--- src/rtl/instr_fetch_queue.sv ---
// Fetch front end: loadable instruction memory, PC/fetch control FSM and an
// in-order instruction queue drained by the issue stage over valid/ready.
module instr_fetch_queue #(
  parameter int INSTR_W  = 12,
  parameter int PC_W     = 4,
  parameter int IQ_DEPTH = 4,
  parameter int CNT_W    = 3
) (
  input  logic               clk,
  input  logic               rst_n,
  input  logic               imem_we,
  input  logic [PC_W-1:0]    imem_waddr,
  input  logic [INSTR_W-1:0] imem_wdata,
  input  logic               start,
  input  logic [PC_W-1:0]    start_pc,
  input  logic               redirect_valid,
  input  logic [PC_W-1:0]    redirect_pc,
  output logic               iq_valid,
  output logic [INSTR_W-1:0] iq_instr,
  output logic [PC_W-1:0]    iq_pc,
  input  logic               iq_ready,
  output logic [CNT_W-1:0]   iq_count,
  output logic [PC_W-1:0]    pc,
  output logic               busy,
  output logic               done
);

  localparam int PTR_W     = (IQ_DEPTH > 1) ? $clog2(IQ_DEPTH) : 1;
  localparam int MEM_DEPTH = 1 << PC_W;

  localparam logic [1:0] ST_IDLE  = 2'd0;
  localparam logic [1:0] ST_FETCH = 2'd1;
  localparam logic [1:0] ST_DRAIN = 2'd2;
  localparam logic [1:0] ST_DONE  = 2'd3;

  localparam logic [CNT_W-1:0] CNT_FULL = CNT_W'(IQ_DEPTH);
  localparam logic [CNT_W-1:0] CNT_ZERO = {CNT_W{1'b0}};
  localparam logic [CNT_W-1:0] CNT_ONE  = CNT_W'(1);
  localparam logic [PTR_W-1:0] PTR_ZERO = {PTR_W{1'b0}};
  localparam logic [PTR_W-1:0] PTR_ONE  = PTR_W'(1);
  localparam logic [PC_W-1:0]  PC_ZERO  = {PC_W{1'b0}};
  localparam logic [PC_W-1:0]  PC_ONE   = PC_W'(1);
  localparam logic [PC_W-1:0]  PC_LAST  = {PC_W{1'b1}};

  logic [INSTR_W-1:0] mem_r     [MEM_DEPTH];
  logic [INSTR_W-1:0] q_instr_r [IQ_DEPTH];
  logic [PC_W-1:0]    q_pc_r    [IQ_DEPTH];

  logic [1:0]       state_r;
  logic [PC_W-1:0]  pc_r;
  logic [PTR_W-1:0] rd_ptr_r;
  logic [PTR_W-1:0] wr_ptr_r;
  logic [CNT_W-1:0] count_r;
  logic             valid_r;
  logic             busy_r;
  logic             done_r;

  logic             flush_s;
  logic             empty_s;
  logic             deq_s;
  logic             space_s;
  logic             enq_s;
  logic [1:0]       state_nxt_s;
  logic [PC_W-1:0]  pc_nxt_s;
  logic [CNT_W-1:0] count_nxt_s;
  logic [INSTR_W-1:0] head_instr_s;
  logic [PC_W-1:0]    head_pc_s;

  // Redirect beats everything; a flushing edge neither enqueues nor dequeues.
  always_comb begin
    flush_s = redirect_valid && (state_r != ST_IDLE);
    empty_s = (count_r == CNT_ZERO);
    deq_s   = !flush_s && !empty_s && iq_ready;
    space_s = (count_r < CNT_FULL) || deq_s;
    enq_s   = !flush_s && (state_r == ST_FETCH) && space_s;
  end

  // Occupancy update; full/empty are decided from this count, not the pointers.
  always_comb begin
    count_nxt_s = count_r;
    if (flush_s) begin
      count_nxt_s = CNT_ZERO;
    end else if (enq_s && !deq_s) begin
      count_nxt_s = count_r + CNT_ONE;
    end else if (deq_s && !enq_s) begin
      count_nxt_s = count_r - CNT_ONE;
    end else begin
      count_nxt_s = count_r;
    end
  end

  // Fetch FSM and PC: the last address parks the PC at all-ones instead of wrapping.
  always_comb begin
    state_nxt_s = state_r;
    pc_nxt_s    = pc_r;
    if (flush_s) begin
      state_nxt_s = ST_FETCH;
      pc_nxt_s    = redirect_pc;
    end else begin
      case (state_r)
        ST_IDLE: begin
          if (start) begin
            state_nxt_s = ST_FETCH;
            pc_nxt_s    = start_pc;
          end else begin
            state_nxt_s = ST_IDLE;
          end
        end
        ST_FETCH: begin
          if (enq_s && (pc_r == PC_LAST)) begin
            state_nxt_s = ST_DRAIN;
          end else if (enq_s) begin
            pc_nxt_s = pc_r + PC_ONE;
          end else begin
            pc_nxt_s = pc_r;
          end
        end
        ST_DRAIN: begin
          if (count_nxt_s == CNT_ZERO) begin
            state_nxt_s = ST_DONE;
          end else begin
            state_nxt_s = ST_DRAIN;
          end
        end
        ST_DONE: begin
          if (start) begin
            state_nxt_s = ST_FETCH;
            pc_nxt_s    = start_pc;
          end else begin
            state_nxt_s = ST_DONE;
          end
        end
        default: begin
          state_nxt_s = ST_IDLE;
          pc_nxt_s    = PC_ZERO;
        end
      endcase
    end
  end

  // Control state, pointers and status flags.
  always_ff @(posedge clk or negedge rst_n) begin
    if (!rst_n) begin
      state_r  <= ST_IDLE;
      pc_r     <= PC_ZERO;
      rd_ptr_r <= PTR_ZERO;
      wr_ptr_r <= PTR_ZERO;
      count_r  <= CNT_ZERO;
      valid_r  <= 1'b0;
      busy_r   <= 1'b0;
      done_r   <= 1'b0;
    end else begin
      state_r <= state_nxt_s;
      pc_r    <= pc_nxt_s;
      count_r <= count_nxt_s;
      valid_r <= (count_nxt_s != CNT_ZERO);
      busy_r  <= (state_nxt_s != ST_IDLE);
      done_r  <= (state_nxt_s == ST_DONE);
      if (flush_s) begin
        rd_ptr_r <= PTR_ZERO;
        wr_ptr_r <= PTR_ZERO;
      end else begin
        if (enq_s) begin
          wr_ptr_r <= wr_ptr_r + PTR_ONE;
        end
        if (deq_s) begin
          rd_ptr_r <= rd_ptr_r + PTR_ONE;
        end
      end
    end
  end

  // Queue payload storage; contents are meaningless while count says empty.
  always_ff @(posedge clk) begin
    if (enq_s) begin
      q_instr_r[wr_ptr_r] <= mem_r[pc_r];
      q_pc_r[wr_ptr_r]    <= pc_r;
    end
  end

  // Instruction memory load port, only open while idle.
  always_ff @(posedge clk) begin
    if (imem_we && (state_r == ST_IDLE)) begin
      mem_r[imem_waddr] <= imem_wdata;
    end
  end

  // Head entry is presented with no extra cycle and forced to zero when empty.
  always_comb begin
    if (empty_s) begin
      head_instr_s = {INSTR_W{1'b0}};
      head_pc_s    = PC_ZERO;
    end else begin
      head_instr_s = q_instr_r[rd_ptr_r];
      head_pc_s    = q_pc_r[rd_ptr_r];
    end
  end

  assign iq_valid = valid_r;
  assign iq_instr = head_instr_s;
  assign iq_pc    = head_pc_s;
  assign iq_count = count_r;
  assign pc       = pc_r;
  assign busy     = busy_r;
  assign done     = done_r;

endmodule

--- config.mk ---
export PLATFORM = sky130hd
export DESIGN_NAME = instr_fetch_queue
export DESIGN_NICKNAME = d
export VERILOG_FILES = /design/src/rtl/instr_fetch_queue.sv
export SDC_FILE = /design/constraint.sdc
export NUM_CORES = 1
export LEC_CHECK = 0
export CAP_MARGIN = 15
export CORE_MARGIN = 8
export CORE_UTILIZATION = 45
export CTS_BUF_LIST = sky130_fd_sc_hd__clkbuf_16
export DETAILED_ROUTE_END_ITERATION = 16
export SYNTH_ARGS = -nofsm -noshare
export SYNTH_HDL_FRONTEND = slang
export SYNTH_SLANG_ARGS = --single-unit
export TNS_END_PERCENT = 5
--- constraint.sdc ---
create_clock -name clk -period 2.8 [get_ports clk]
set_input_delay 0.28 -clock clk [delete_from_list [all_inputs] [get_ports clk]]
set_output_delay 0.28 -clock clk [all_outputs]
set_load 0.02 [all_outputs]
* After elaboration in Yosys (flattened, before gate mapping) *
Memory sizes are Yosys's and may differ from the RTL's.
Index checks and enable logic that the tools add are counted.

operators by class
  eq/ne operators = 8
  reductions and logical operators = 25
  magnitude comparators = 1
  $add $sub $neg = 5
  multiplexer cells = 24

operators with widths
  kind                                                                      count
  4-bit two-way mux                                                         5
  2-bit two-way mux                                                         7
  12-bit two-way mux                                                        1
  1-bit logical AND                                                         9
  3-bit two-way mux                                                         3
  2-bit case mux with 4 select lines                                        1
  4-bit case mux with 2 select lines                                        1
  2-bit nonzero test                                                        4
  2-bit equality test (second input constant)                               3
  3-bit zero test                                                           2
  1-bit two-way mux                                                         6
  3-bit inequality test (second input constant)                             2
  3-bit nonzero test                                                        2
  2-bit by 1-bit adder with 2-bit output (second input constant)            2
  4-bit by 1-bit adder with 4-bit output (second input constant)            1
  4-bit equality test (second input constant)                               1
  1-bit zero test                                                           4
  4-bit AND reduction                                                       1
  3-bit by 1-bit adder with 3-bit output (second input constant)            1
  3-bit less-than comparator (second input constant)                        1
  3-bit by 1-bit inequality test with 1-bit output (second input constant)  1
  3-bit by 1-bit subtractor with 3-bit output (second input constant)       1
  2-bit by 1-bit equality test with 1-bit output (second input constant)    1
  2-bit zero test                                                           1
  2 further kinds                                                           2

word-level totals
  output and inout bits = 26
  flip-flop bits (word level) = 16
  memories kept = 3
  logic and storage cells = 74
  RAM bits = 256
  bits of input ports = 30

memories
  memory     depth  width  rd ports  clocked after memory_dff  write ports  line  RTL
  mem_r      16     12     1         0                         1            45    logic [INSTR_W-1:0] mem_r [MEM_DEPTH];
  q_instr_r  4      12     1         0                         1            46    logic [INSTR_W-1:0] q_instr_r [IQ_DEPTH];
  q_pc_r     4      4      1         0                         1            47    logic [PC_W-1:0] q_pc_r [IQ_DEPTH];

* Depth between registers and ports, before layout *
Gate-level depths: netlist (run 1).

  depth in word-level cells = 17
  depth in mapped cells = 9
  depth with buffers taken out = 7

* Least setup slack after synthesis (run 1) *
OpenSTA, ideal clock, no wires.

  kind = register to register
  from = register state_r[0]
  to = memory mem_r[0][0] (enable)
  setup time = 0.396 ns
  data arrival time = 2.029 ns
  period minus slack after synthesis = 2.425 ns
  buffers on the path = 1
  path slack = 0.375 ns
  cell stages (with the launch flop) = 7
  required time = 2.404 ns
  cells stage by stage = dfrtp_1 -> inv_1 -> ha_1 -> buf_4 -> nand2_1 -> or3_1 -> nor3_1

on the way
  word-level cells in the longest chain between the ends = 4

ends and longest elaborated chain
  item                                     line  RTL
  from (decl)                              49    logic [1:0] state_r;
  from (signal assigned)                   153   state_r <= state_nxt_s;
  2-bit zero test                          183   if (imem_we && (state_r == ST_IDLE)) begin
  1-bit logical AND                        183
  1-bit two-way mux                        183
  1-bit two-way mux (not written as such)  184   mem_r[imem_waddr] <= imem_wdata;
  to (decl)                                45

Every way passes these cells.

* Final worst setup path (run 1) *
  from = register rd_ptr_r[0]
  to = output port iq_instr[6]

on the way
  word-level cells in the longest chain between the ends = 2

ends and longest elaborated chain
  item                    line  RTL
  from (decl)             51    logic [PTR_W-1:0] rd_ptr_r;
  from (signal assigned)  167   rd_ptr_r <= rd_ptr_r + PTR_ONE;
  memory 4 x 12 bit       n/a
  12-bit two-way mux      190   if (empty_s) begin
  to (decl)               19    output logic [INSTR_W-1:0] iq_instr,

Every way passes these cells.

==> results of run 1 <==
[worst paths after layout]
| kind | end | slack [ns] |
|---|---|---|
| max | iq_instr[6] | 0.14 |
| min | state_r[1] | 0.20 |
| max reg2reg | q_instr_r[3][10] | 0.49 |
| min reg2reg | iq_count[1] | 0.63 |
| max in group asynchronous | pc[0] | 2.03 |
| min in group clk | pc[0] | 0.30 |
[power by group]
| group | leakage, nW | internal (mW) | switching [mW] |
|---|---|---|---|
| sequential | 2.51 | 5.15 | 0.196 |
| clock | 0.454 | 1.96 | 1.47 |
| combinational | 1.43 | 2.03 | 2.59 |
[per-layer routing]
metal  routed length [um]  GRT usage [%]  vias to the layer above  share of wire (%)
met5                    0              0                        -                  0
met4                  460          3.733                        0                2.1
met3                  873          2.387                       40                4.0
met2                10850          24.54                      106                 50
met1                 9731          19.48                     2886                 44
li1                     -              -                     2640                  -
[state kept, by name, indices dropped and copies added, names as in the netlist]
register	cells
rd_ptr_r	2
mem_r	192
iq_count	3
busy	1
q_pc_r	16
iq_valid	1
wr_ptr_r	2
pc	4
done	1
q_instr_r	48
state_r	2
[through the flow]
stage	setup WS, ns	hold slack (ns)	instances	utilization, %
after detailed placement	0.4329	0.6228	997	50.18
after global routing	0.02398	0.2438	1049	53.80
after floorplan	0.3747	-0.01559	616	-
final	0.1393	0.1971	1049	53.80
after global placement	0.4597	0.5980	997	50.18
after CTS	0.0003029	0.2059	1049	53.76
[area by class of cell]
class                           count  area [sq um]  share of cell area [%]
Inverter                           12         45.04                  0.3463
Multi-Input combinational cell    299          2773                   21.32
Sequential cell                   272          8092                   62.21
Clock buffer                       29         725.7                   5.580
Tap cell                          324         405.4                   3.117
Timing Repair Buffer               90         829.5                   6.378
Clock inverter                     23         136.4                   1.049
[cell families after synthesis]
kind of cell             synth area share, %
flip-flops                             73.38
AND/OR/NAND/NOR                        4.870
AO/OA/AOI/OAI                          5.494
multiplexers                           12.94
buffers and inverters                  1.714
adder cells (fa/ha/maj)                1.362
XOR/XNOR                              0.2384
[cell usage in the layout, fill, tap and decap left out, types with 3 or more instances in the layout]
master / Yosys / final
nor2b_1: 4 / 4
dfrtp_1: 16 / 15
mux2i_1: 39 / 39
buf_4: 1 / 33
clkbuf_16: 0 / 29
nor3_2: 0 / 4
nor2_1: 22 / 22
and2_1: 20 / 20
nand3_1: 3 / 3
mux2_2: 12 / 12
clkinv_2: 0 / 5
o21ai_0: 30 / 30
a221oi_1: 12 / 12
nand2_1: 25 / 25
ha_1: 12 / 12
a21oi_1: 20 / 20
edfxtp_1: 256 / 256
nand2b_1: 6 / 5
inv_1: 11 / 20
mux4_2: 40 / 40
clkinv_1: 0 / 4
clkdlybuf4s50_1: 0 / 55
a22oi_1: 12 / 12
nand4b_1: 3 / 3
[worst max-delay path, cell delays in order (launching register included)]
cell	delay [ns]
dfrtp_1	0.34
buf_6	0.26
mux4_2	0.54
and2_1	0.18
clkdlybuf4s50_1	0.53
[what timing repair did]
action,in CTS,in global routing
setup endpoints to repair,16,16
hold buffers,0,0
resized for setup,1,2
==> impl_results.md, run 1 <==
- First-pass GRT wire length: 34.68 mm
- Die Y-Extent: 172.5 um
- Status: finished clean
- Most frequent cell after synthesis: edfxtp_1
- Sequential area share after synthesis: 73.38%
- Final period util: 95.03%
- Cell count after synthesis: 616
- Clock Path Buffers: 3
- Clock skew: 0.01613 ns
- I/O Buffers: 55
- Ports: 56
- Post-layout minimum cycle time: 2.661 ns
- Mapped Nets: 658
- Largest net degree at the start of global routing: 40
- Cell Area, Placed: 0.01213 sq mm
- Max Cap Viol: 0
- Syn-to-layout area delta: 18.00%
- GRT Residual Overflow: 0
- Post-DR wirelength/cell: 20.89 um
- Share of cells above drive strength 1: 19.45%
- Top post-synthesis cells by area: edfxtp_1 (70%), mux4_2 (8.2%), dfrtp_1 (3.6%)
- Number of global-route vias before repair: 6050
- Routed vias: 5672
- Post-synth EDFFs: 256
- Cell area after layout: 0.01301 sq mm
- Setup-failing EPs final: 0
- CP Capture Type: primary output
- CTS tree: built
- Primary FF master, synth: edfxtp_1
- RSZ-0062 raised after global routing: false
- ANT nets after route: 0
- Site Rows: 57
- Post-CTS setup buffer count: 0
- Hold Path Class: input port to asynchronous set/reset pin
- #FFs+latches synth: 272
- Post-synth top area share: 69.75%
- Yosys warnings: 0
- H-tree Lvls: 1
- Slew Viols, Final: 0
- First-iteration detailed-routing DRC count: 383
- Commonest cells in the netlist: edfxtp_1 (256), mux4_2 (40), mux2i_1 (39)
- Vias/cell: 5.407
- Core box area: 0.02418 sq mm
- GRT Util Overall: 14.60%
- Synth async-reset ratio: 5.882%
- Startpoint types: flip-flop
- Hold Vio Cnt, Final: 0
- Reg clk slew, reported paths: 0.06 ns
- Leak pwr: 4.388 nW
- Clock Latency Late Sink: 0.54 ns
- Residual DRC: 0
- DIE WIDTH: 172.5 um
- Arr. time, crit path: 2.38 ns
- Routability congestion estimate: 0.7934
- Cell Area, Synth: 0.01102 sq mm
- Ant. Diodes: 0
- Drt pass-1 iters: 5
- CTS buffer count: 29
- Initial core utilization: 45.59%
- Worst path required time: 2.52 ns
- Pwr Density: 1030 mW/mm^2
- Syn Area/Cell: 17.89 sq um
- Worst-case reg-to-reg path depth: 7
- Worst-Margin Slew: 0.7853 ns
- Die ar.: 0.02976 sq mm
- WL final: 21.91 mm
- Root buffer cell: clkbuf_16
- Crit-path max FO: 18
- Max VDD drop: 0.5485 mV
- F_max: 0.3758 GHz
- Initial antenna violation count: 0
- Worst Setup SP: rd_ptr_r[0]
- Setup TNS: 0 ns
- Relative slew slack: 47.48%
- Distinct cell type count after synthesis: 51
- Fill cells: 1921
- Reg2reg start: state_r[0]
- Crit Path Class: flip-flop to primary output
- Synth area leader: edfxtp_1
- Clk sinks: 272
- Final HPWL DP: 14.29 mm
- Nets: 746
- Power, Total: 13.40 mW
Power figures use the tool's default switching activity.
==> inputs of run 2 (changes only) <==
--- a/config.mk
+++ b/config.mk
@@ -6,10 +6,14 @@
 export NUM_CORES = 1
 export LEC_CHECK = 0
 export CAP_MARGIN = 15
+export CELL_PAD_IN_SITES_DETAIL_PLACEMENT = 1
+export CELL_PAD_IN_SITES_GLOBAL_PLACEMENT = 2
 export CORE_MARGIN = 8
 export CORE_UTILIZATION = 45
 export CTS_BUF_LIST = sky130_fd_sc_hd__clkbuf_16
+export CTS_CLUSTER_SIZE = 10
 export DETAILED_ROUTE_END_ITERATION = 16
+export PLACE_DENSITY_LB_ADDON = 0.1
 export SYNTH_ARGS = -nofsm -noshare
 export SYNTH_HDL_FRONTEND = slang
 export SYNTH_SLANG_ARGS = --single-unit
==> impl_results.md, run 2 (synthesis gave the netlist of run 1 again) <==
- Status: finished clean
- Hold Vio Cnt, Final: 0 (unchanged)
- Leak pwr: 4.395 nW (+0.17%)
- Nets: 746 (unchanged)
- Syn-to-layout area delta: 18.11% (about the same)
- Setup TNS: 0 ns (unchanged)
- WL final: 24.09 mm (+9.9%)
- Critical-path top delay cell: clkdlybuf4s50_1
- R2r setup slk: 0.44 ns (-0.05 ns)
- DIE WIDTH: 172.5 um (unchanged)
- Final WS setup: 0.1443 ns (+0.005086 ns)
- GRT Util Overall: 16.17% (+1.6 points)
- Critical R2R Capture: q_pc_r[1][0]
- Routability congestion estimate: 0.7342 (-7.5%)
- Worst Setup SP: rd_ptr_r[0]
- Most common cell after layout, fill and taps aside: edfxtp_1
- Root buffer cell: clkbuf_16
- Register area: 0.008092 sq mm (unchanged)
- RSZ-0062 raised after global routing: false
- Initial core utilization: 45.59% (unchanged)
- GRT Residual Overflow: 0 (unchanged)
- Slew Viols, Final: 0 (unchanged)
- First-pass GRT wire length: 37.54 mm (+8.2%)
- Critical-path cell list: buf_12 > mux4_2 > and2_1 > clkdlybuf4s50_1
- End point of the critical path: iq_instr[10]
- Pwr Density: 1043 mW/mm^2 (+1.3%)
- Largest net degree at the start of global routing: 32 (-20%)
- Cell area after layout: 0.01302 sq mm (about the same)
- Share of cells above drive strength 1: 18.60% (-0.85 points)
- Startpoint types: flip-flop
- Worst path required time: 2.52 ns (about the same)
- CP Capture Type: primary output
- Reg clk slew, reported paths: 0.06 ns (about the same)
- Number of global-route vias before repair: 6367 (+5.2%)
- Die ar.: 0.02976 sq mm (unchanged)
- F_max: 0.3766 GHz (+0.19%)
- Register bank with the most flops: mem_r
- Cell Area, Placed: 0.01213 sq mm (about the same)
- I/O Buffers: 55 (unchanged)
- Max stage delay on crit path: 0.54 ns (about the same)
- Worst-case reg-to-reg path depth: 7 (unchanged)
- Hold slack: 0.1881 ns (-0.009067 ns)
- Die Y-Extent: 172.5 um (unchanged)
- ANT nets after route: 0 (unchanged)
- Post-layout minimum cycle time: 2.656 ns (-0.005086 ns)
- Biggest regs: mem_r: 192 flops, q_instr_r: 48 flops, q_pc_r: 16 flops
- Final period util: 94.85% (-0.18 points)
- Setup-failing EPs final: 0 (unchanged)
- Crit-path max FO: 18 (unchanged)
- Hold Path Class: input port to asynchronous set/reset pin
- Post-DR wirelength/cell: 23.18 um (+11%)
- Clock Path Buffers: 3 (unchanged)
- First-iteration detailed-routing DRC count: 292 (-24%)
- Reg2reg start: state_r[0]
- Clock skew: 0.009488 ns (-0.006646 ns)
- Most frequent cells in the layout: edfxtp_1 (256), clkdlybuf4s50_1 (55), mux4_2 (40)
- Dpl ws: 0.4040 ns (-0.02896 ns)
- Max VDD drop: 0.5334 mV (-2.8%)
- CTS buffer count: 31 (+6.9%)
- Ant. Diodes: 0 (unchanged)
- Site Rows: 57 (unchanged)
- CTS tree: built
- Clk sinks: 272 (unchanged)
- Ports: 56 (unchanged)
- Final Util: 53.84% (about the same)
- Max FFs per register: 192 (unchanged)
- Relative slew slack: 47.15% (-0.33 points)
- Vias/cell: 5.528 (+2.2%)
- Initial antenna violation count: 0 (unchanged)
- Drt pass-1 iters: 4 (-1)
- Residual DRC: 0 (unchanged)
- Worst-Margin Slew: 0.7902 ns (+0.004936 ns)
- Core box area: 0.02418 sq mm (unchanged)
- Clock Latency Late Sink: 0.55 ns (about the same)
- Final HPWL DP: 15.58 mm (+9.1%)
- Crit Path Class: flip-flop to primary output
- Routed vias: 5744 (+1.3%)
- H-tree Lvls: 1 (unchanged)
- Arr. time, crit path: 2.38 ns (about the same)
- Post-CTS setup buffer count: 0 (unchanged)
- Multi-input logic area: 0.002773 sq mm (unchanged)
- Max Cap Viol: 0 (unchanged)
- Fill cells: 2151 (+12%)
run 2: cell type report:
class	instances	area share [%]
flip-flops and latches	272	62.16
clock buffers	31	5.959
well taps	324	3.114
inverters	12	0.3460
multi-input cells	299	21.30
clock inverters	13	0.7017
repair buffers	88	6.421
run 2: layer usage:
layer,vias up,global-route usage [%],share of wire (%)
met5,-,0,0
met4,0,4.567,1.9
met3,33,3.131,4.7
met2,123,28.22,51
met1,2968,20.18,43
li1,2620,-,-
run 2: critical path: cells and delay by family, from the launching register on:
| family | cells | cell delay (ns) |
|---|---|---|
| muxes | 1 | 0.52 |
| buffers and inverters | 2 | 0.74 |
| DFF | 1 | 0.37 |
| and+or+nand+nor | 1 | 0.18 |
run 2: stage by stage:
| step | instances | power [mW] |
|---|---|---|
| 3_5_place_dp | 995 | 10.23 |
| 5_1_grt | 1039 | 14.32 |
| 6_report | 1039 | 13.58 |
| 4_1_cts | 1039 | 13.77 |
| 3_3_place_gp | 995 | 10.07 |
| 2_1_floorplan | 616 | 8.417 |
run 2: where the power goes:
| part | internal, mW | switching, mW | leakage, nW |
|---|---|---|---|
| combinational | 2.04 | 2.68 | 1.42 |
| sequential | 5.15 | 0.202 | 2.51 |
| clock | 2.05 | 1.44 | 0.465 |
| total | 9.25 | 4.33 | 4.40 |
run 2: how the worst min path moves through the flow:
stage | from | cells after the start | to
global route | rst_n | 1 | iq_count[1]
CTS | rst_n | 1 | iq_count[1]
detailed placement | iq_count[1] | 2 | iq_count[1]
floorplan | rst_n | 0 | busy
global placement | iq_count[1] | 2 | iq_count[1]
finish | rst_n | 1 | iq_count[1]
run 2: what timing repair did:
| item | 4_1_cts | 5_1_grt |
|---|---|---|
| resized for setup | 2 | 3 |
| endpoints found under the setup margin | 16 | 16 |
| pin swaps | 0 | 0 |
| hold buffers | 0 | 0 |
==> patch 1 (config.mk and constraints of run 1) <==
Put one more register stage on the output `iq_count`, cleared by the reset. The value now appears one clock later. The other outputs are not delayed to match.
--- a/src/rtl/instr_fetch_queue.sv
+++ b/src/rtl/instr_fetch_queue.sv
@@ -200,5 +200,11 @@
   assign iq_instr = head_instr_s;
   assign iq_pc    = head_pc_s;
-  assign iq_count = count_r;
+  always_ff @(posedge clk or negedge rst_n) begin
+    if (!rst_n) begin
+      iq_count <= '0;
+    end else begin
+      iq_count <= count_r;
+    end
+  end
   assign pc       = pc_r;
   assign busy     = busy_r;
Formal check against the unedited RTL: not equivalent (Yosys sat finds a counterexample within 4 cycles, from zero or initial values and one cycle with rst_n low).
==> patch 1 against run 1 <==
  * Final area grew 2.3%
  * Register-to-register slack improved by 0.07 ns
  * Power is 4.0% higher
  * Routed wire length rose by 1.2%
  * Critical path depth is the same
  * Area after synthesis is 1.9% higher
  * Sequential cell count rose by 3
  * Clock skew decreased by 0.0091 ns
  * Synthesized cell count fell by 0.32%
  * First-iteration DRC count decreased by 25%
  * Count of clock-buffer cells in the layout unchanged
  * Worst setup slack better by 0.020 ns
  * Global-route usage is essentially flat
  * Largest power group unchanged
==> patch 1: results (changes against run 1) <==
stage,metric,value,unit,change
outcome,status,completed,,
global_route,antenna_found_initial,0,,unchanged
global_route,grt_pass1_vias,6045,,-0.083%
placed_design,post_dp_cell_area,12300,um2,+1.6%
global_route,grt_max_degree,33,,-18%
cells_and_area,top_regs,"mem_r (192), q_instr_r (48), q_pc_r (16)",,
yosys,synth-async-reset-ratio,6.91,%,+1.0 points
placed_design,io_buffers,55,,unchanged
placed_design,placed_cells_incl_taps,1003,,+0.60%
cells_and_area,final_nets,745,,-0.13%
global_route,grt_pass1_wl,34700,um,about the same
clock_network,htreeDepth,1,,unchanged
critical_path,r2r_end,mem_r[8][5],,
route,first_pass_iters,5,,unchanged
critical_path,crit_fanout,11,,-7
route,initialDrtViolationCount,286,,-25%
yosys,synth_cell_types,47,,-7.8%
critical_path,cp-endpoint,iq_instr[2],,
critical_path,slowest_stage,mux4_2,,
critical_path,rrSetupSlack,0.56,ns,+0.07 ns
sta,worst_pin_slew,0.898,ns,+0.113 ns
cells_and_area,fin_cells,1053,,+0.38%
yosys,synth_commonest_cells,"edfxtp_1, mux2i_1, mux4_2, nand2_1, o21ai_0",,
critical_path,r2r_cells,6,,-1
route,via_count,5665,,-0.12%
hold_path,hold_class,in2async,,
critical_path,slowest_delay,0.53,ns,
sta,skew,0.00702,ns,-0.00911 ns
critical_path,reg2reg_from,state_r[0],,
yosys,avgSynthCellArea,18.3,um2,+2.2%
yosys,ys_seq_area_share,72.7,%,-0.67 points
route,wl,22200,um,+1.2%
global_route,grt_usage,14.6,%,about the same
clock_network,clk_path_buf_depth,3,,unchanged
power,p_leak,4.51,nW,+2.8%
cells_and_area,layout-drive-gt1-share,22.1,%,+2.7 points
cells_and_area,n_antenna_cell,0,,unchanged
yosys,synth_flop_cell,edfxtp_1,,
clock_network,root_buffer,clkbuf_16,,
placed_design,hpwl,14500,um,+1.5%
clock_network,numCtsBuffers,28,,-3.4%
yosys,synth.area.top_cells,"edfxtp_1, mux4_2, dfrtp_1",,
placed_design,place.gp.congestion,0.801,,+0.98%
yosys,synth_fp_nets,656,,-0.30%
critical_path,critPathArrivalTime,2.36,ns,-0.02 ns
power,vdd_drop_max,0.000643,V,+17%
==> patch 1: area by class of cell <==
type | instances | area [um2]
repair buffers | 90 | 855
flip-flops and latches | 275 | 8170
multi-input cells | 297 | 2860
clock inverters | 21 | 240
inverters | 11 | 41.3
well taps | 330 | 413
fillers | 1981 | 11500
clock buffers | 29 | 726
==> patch 1: where the power goes <==
part           internal, mW  switching, mW  total [mW]
logic                  2.07           2.57        4.63
registers              5.21          0.252        5.46
clock network          2.34           1.50        3.84
total                  9.61           4.32        13.9
==> patch 1: how the worst min path moves through the flow <==
stage / from / end / slack [ns] / depth (start not counted)
final: rst_n / busy / 0.26 / 1
after global routing: redirect_pc[2] / pc[2] / 0.31 / 3
after CTS: rst_n / done / 0.27 / 1
after detailed placement: count_r[1] / iq_count[1] / 0.39 / 0
after global placement: count_r[1] / iq_count[1] / 0.39 / 0
after floorplan: rst_n / busy / -0.02 / 0
==> patch 1: cell families after synthesis <==
logic type,synth area share [%]
multiplexers,13.0
buffers and inverters,2.06
flip-flops,72.7
AND/OR/NAND/NOR,4.30
AO/OA/AOI/OAI,6.14
adder cells (fa/ha/maj),1.34
XOR/XNOR,0.468
==> patch 1: metrics by stage <==
step	worst slack, ns	utilization, %	hold WS [ns]
finish	0.159	53.6	0.255
global route	0.0534	53.6	0.307
CTS	0.0615	53.6	0.267
detailed placement	0.521	49.7	0.393
global placement	0.569	49.7	0.392
floorplan	0.346	-	-0.0156
==> patch 1: routing by layer <==
metal  vias to the layer above  wire [um]  global-route usage, %
met1                      2886       9790                   19.3
met3                        30       1020                   2.28
met5                         -          0                      0
met4                         0        353                   3.56
met2                       128      11000                   25.0
li1                       2621          -                      -
==> patch 1: critical path: cells and delay by family (launching register included) <==
kind / cells / cell delay (ns)
flip-flops: 1 / 0.36
multiplexers: 1 / 0.53
buffers and inverters: 2 / 0.73
AND/OR/NAND/NOR: 1 / 0.20
==> patch 1: timing repair <==
action / 4_1_cts / 5_1_grt
resized for setup: 1 / 1
hold buffers: 0 / 0
endpoints found under the setup margin: 7 / 2
==> patch 2 (settings of run 1) <==
Without the edit above. Set the parameter `CNT_W` to 5 (it was 3).
--- a/src/rtl/instr_fetch_queue.sv
+++ b/src/rtl/instr_fetch_queue.sv
@@ -5,5 +5,5 @@
   parameter int PC_W     = 4,
   parameter int IQ_DEPTH = 4,
-  parameter int CNT_W    = 3
+  parameter int CNT_W    = 5
 ) (
   input  logic               clk,
Interface: changed (resized iq_count); port bits go from 56 to 58. The function was not compared with the original's and may differ.
==> patch 2 against run 1 <==
  * Clock skew fell by 0.0063 ns
  * Sequential cell count rose by 2
  * Die area is 0.73% higher
  * Synthesized cell count is 2.3% higher
  * Power grew 1.1%
  * Combinational power up 3%
  * Area after synthesis grew 0.81%
  * Critical path depth rose by 1
  * Utilization barely moved
  * Final area up 0.31%
  * Worst setup slack gained 0.0012 ns
  * Non-clock buffer count grew 4
  * Via count grew 2.9%
  * Routed wire length increased by 6.6%
  * Largest cell class unchanged
==> patch 2: results (changes against run 1) <==
stage,metric,value,unit,change
outcome,status,completed,,
placed_design,hpwl,15100,um,+5.8%
global_route,grt_pass1_vias,6219,,+2.8%
global_route,grt_usage,15.5,%,+0.90 points
die,initial_core_util,45.8,%,+0.23 points
route,dr_wl_met3,1360,um,+56%
critical_path,crit_fanout,10,,-8
route,wl,23400,um,+6.6%
global_route,grt_pass1_wl,36400,um,+5.0%
route,drt-met1-wl,9540,um,-2.0%
power,vdd_drop_max,0.000630,V,+15%
placed_design,dp_slack,0.421,ns,-0.0117 ns
power,p_int,9.07,mW,-0.78%
yosys,avgSynthCellArea,17.6,um2,-1.4%
route,initialDrtViolationCount,437,,+14%
sta,hold_slack,0.270,ns,+0.0732 ns
yosys,synth_cell_types,46,,-9.8%
route,met2_length,12200,um,+12%
placed_design,post_dp_cell_area,12300,um2,+1.1%
cells_and_area,final_nets,762,,+2.1%
cells_and_area,layout-drive-gt1-share,17.7,%,-1.7 points
yosys,synth_commonest_cells,"edfxtp_1, mux2i_1, mux4_2, nand2_1",,
clock_network,numCtsBuffers,26,,-10%
yosys,synth-async-reset-ratio,6.57,%,+0.69 points
sta,worst_pin_slew,0.901,ns,+0.116 ns
global_route,grt_max_degree,31,,-23%
critical_path,rrSetupSlack,0.41,ns,-0.08 ns
critical_path,r2r_cells,6,,-1
placed_design,io_buffers,57,,+3.6%
placed_design,placed_cells_incl_taps,1015,,+1.8%
clock_network,clkLatencyLatePin,0.52,ns,-0.02 ns
power,p_leak,4.47,nW,+1.8%
yosys,synth.area.top_cells,"edfxtp_1, mux4_2, dfrtp_1",,
## patch 2: logic make-up after synthesis
family                     after synthesis  synth area share (%)
AOI/OAI and AO/OA                       88                  5.17
adders and majority gates               12                  1.35
buffers and inverters                   44                  1.75
muxes                                   93                  13.0
DFF                                    274                  73.2
xor gates and xnor gates                 6                 0.473
and+or+nand+nor                        113                  5.03
## patch 2: layout make-up
type | instances | area, um2 | area share [%]
multi-input combinational | 313 | 2810 | 21.6
tap | 324 | 405 | 3.11
clock buffer | 27 | 676 | 5.18
clock inverter | 21 | 116 | 0.892
sequential | 274 | 8140 | 62.4
inverter | 11 | 41.3 | 0.316
timing repair buffer | 94 | 853 | 6.54
## patch 2: worst max path at each step
stage	start	end	slack [ns]	depth (start not counted)
after global placement	iq_ready	q_instr_r[0][7]	0.48	4
after detailed placement	pc[2]	q_instr_r[0][0]	0.42	5
final	iq_count[1]	iq_pc[3]	0.14	5
after floorplan	state_r[0]	mem_r[0][0]	0.36	5
after global routing	iq_count[1]	iq_pc[3]	0.0007	5
after CTS	iq_count[1]	iq_pc[3]	0.1	5
## patch 2: power groups by stage
stage	logic, mW	clock network (mW)	registers, mW
finish	4.78	3.23	5.53
global route	5.19	3.47	5.59
CTS	4.85	3.30	5.54
detailed placement	4.96	0	5.62
global placement	4.84	0	5.58
floorplan	3.22	0	5.51
## patch 2: critical path, cell delays in order, from the launching register on
cell           delay [ns]
dfrtp_1              0.44
inv_1                0.10
ha_1                 0.24
or4b_4               0.57
and2_1               0.18
dlygate4sd2_1        0.32
## patch 2: repair_timing
action,in CTS,in global routing
resized for setup,17,0
endpoints found under the hold margin,0,0
setup endpoints to repair,16,0
## patch 2: per-layer routing
metal  global-route usage (%)  vias up
li1                         -     2671
met1                     19.2     3001
met2                     28.1      142
met3                     2.83       25
met4                     2.77        0
met5                        0        -
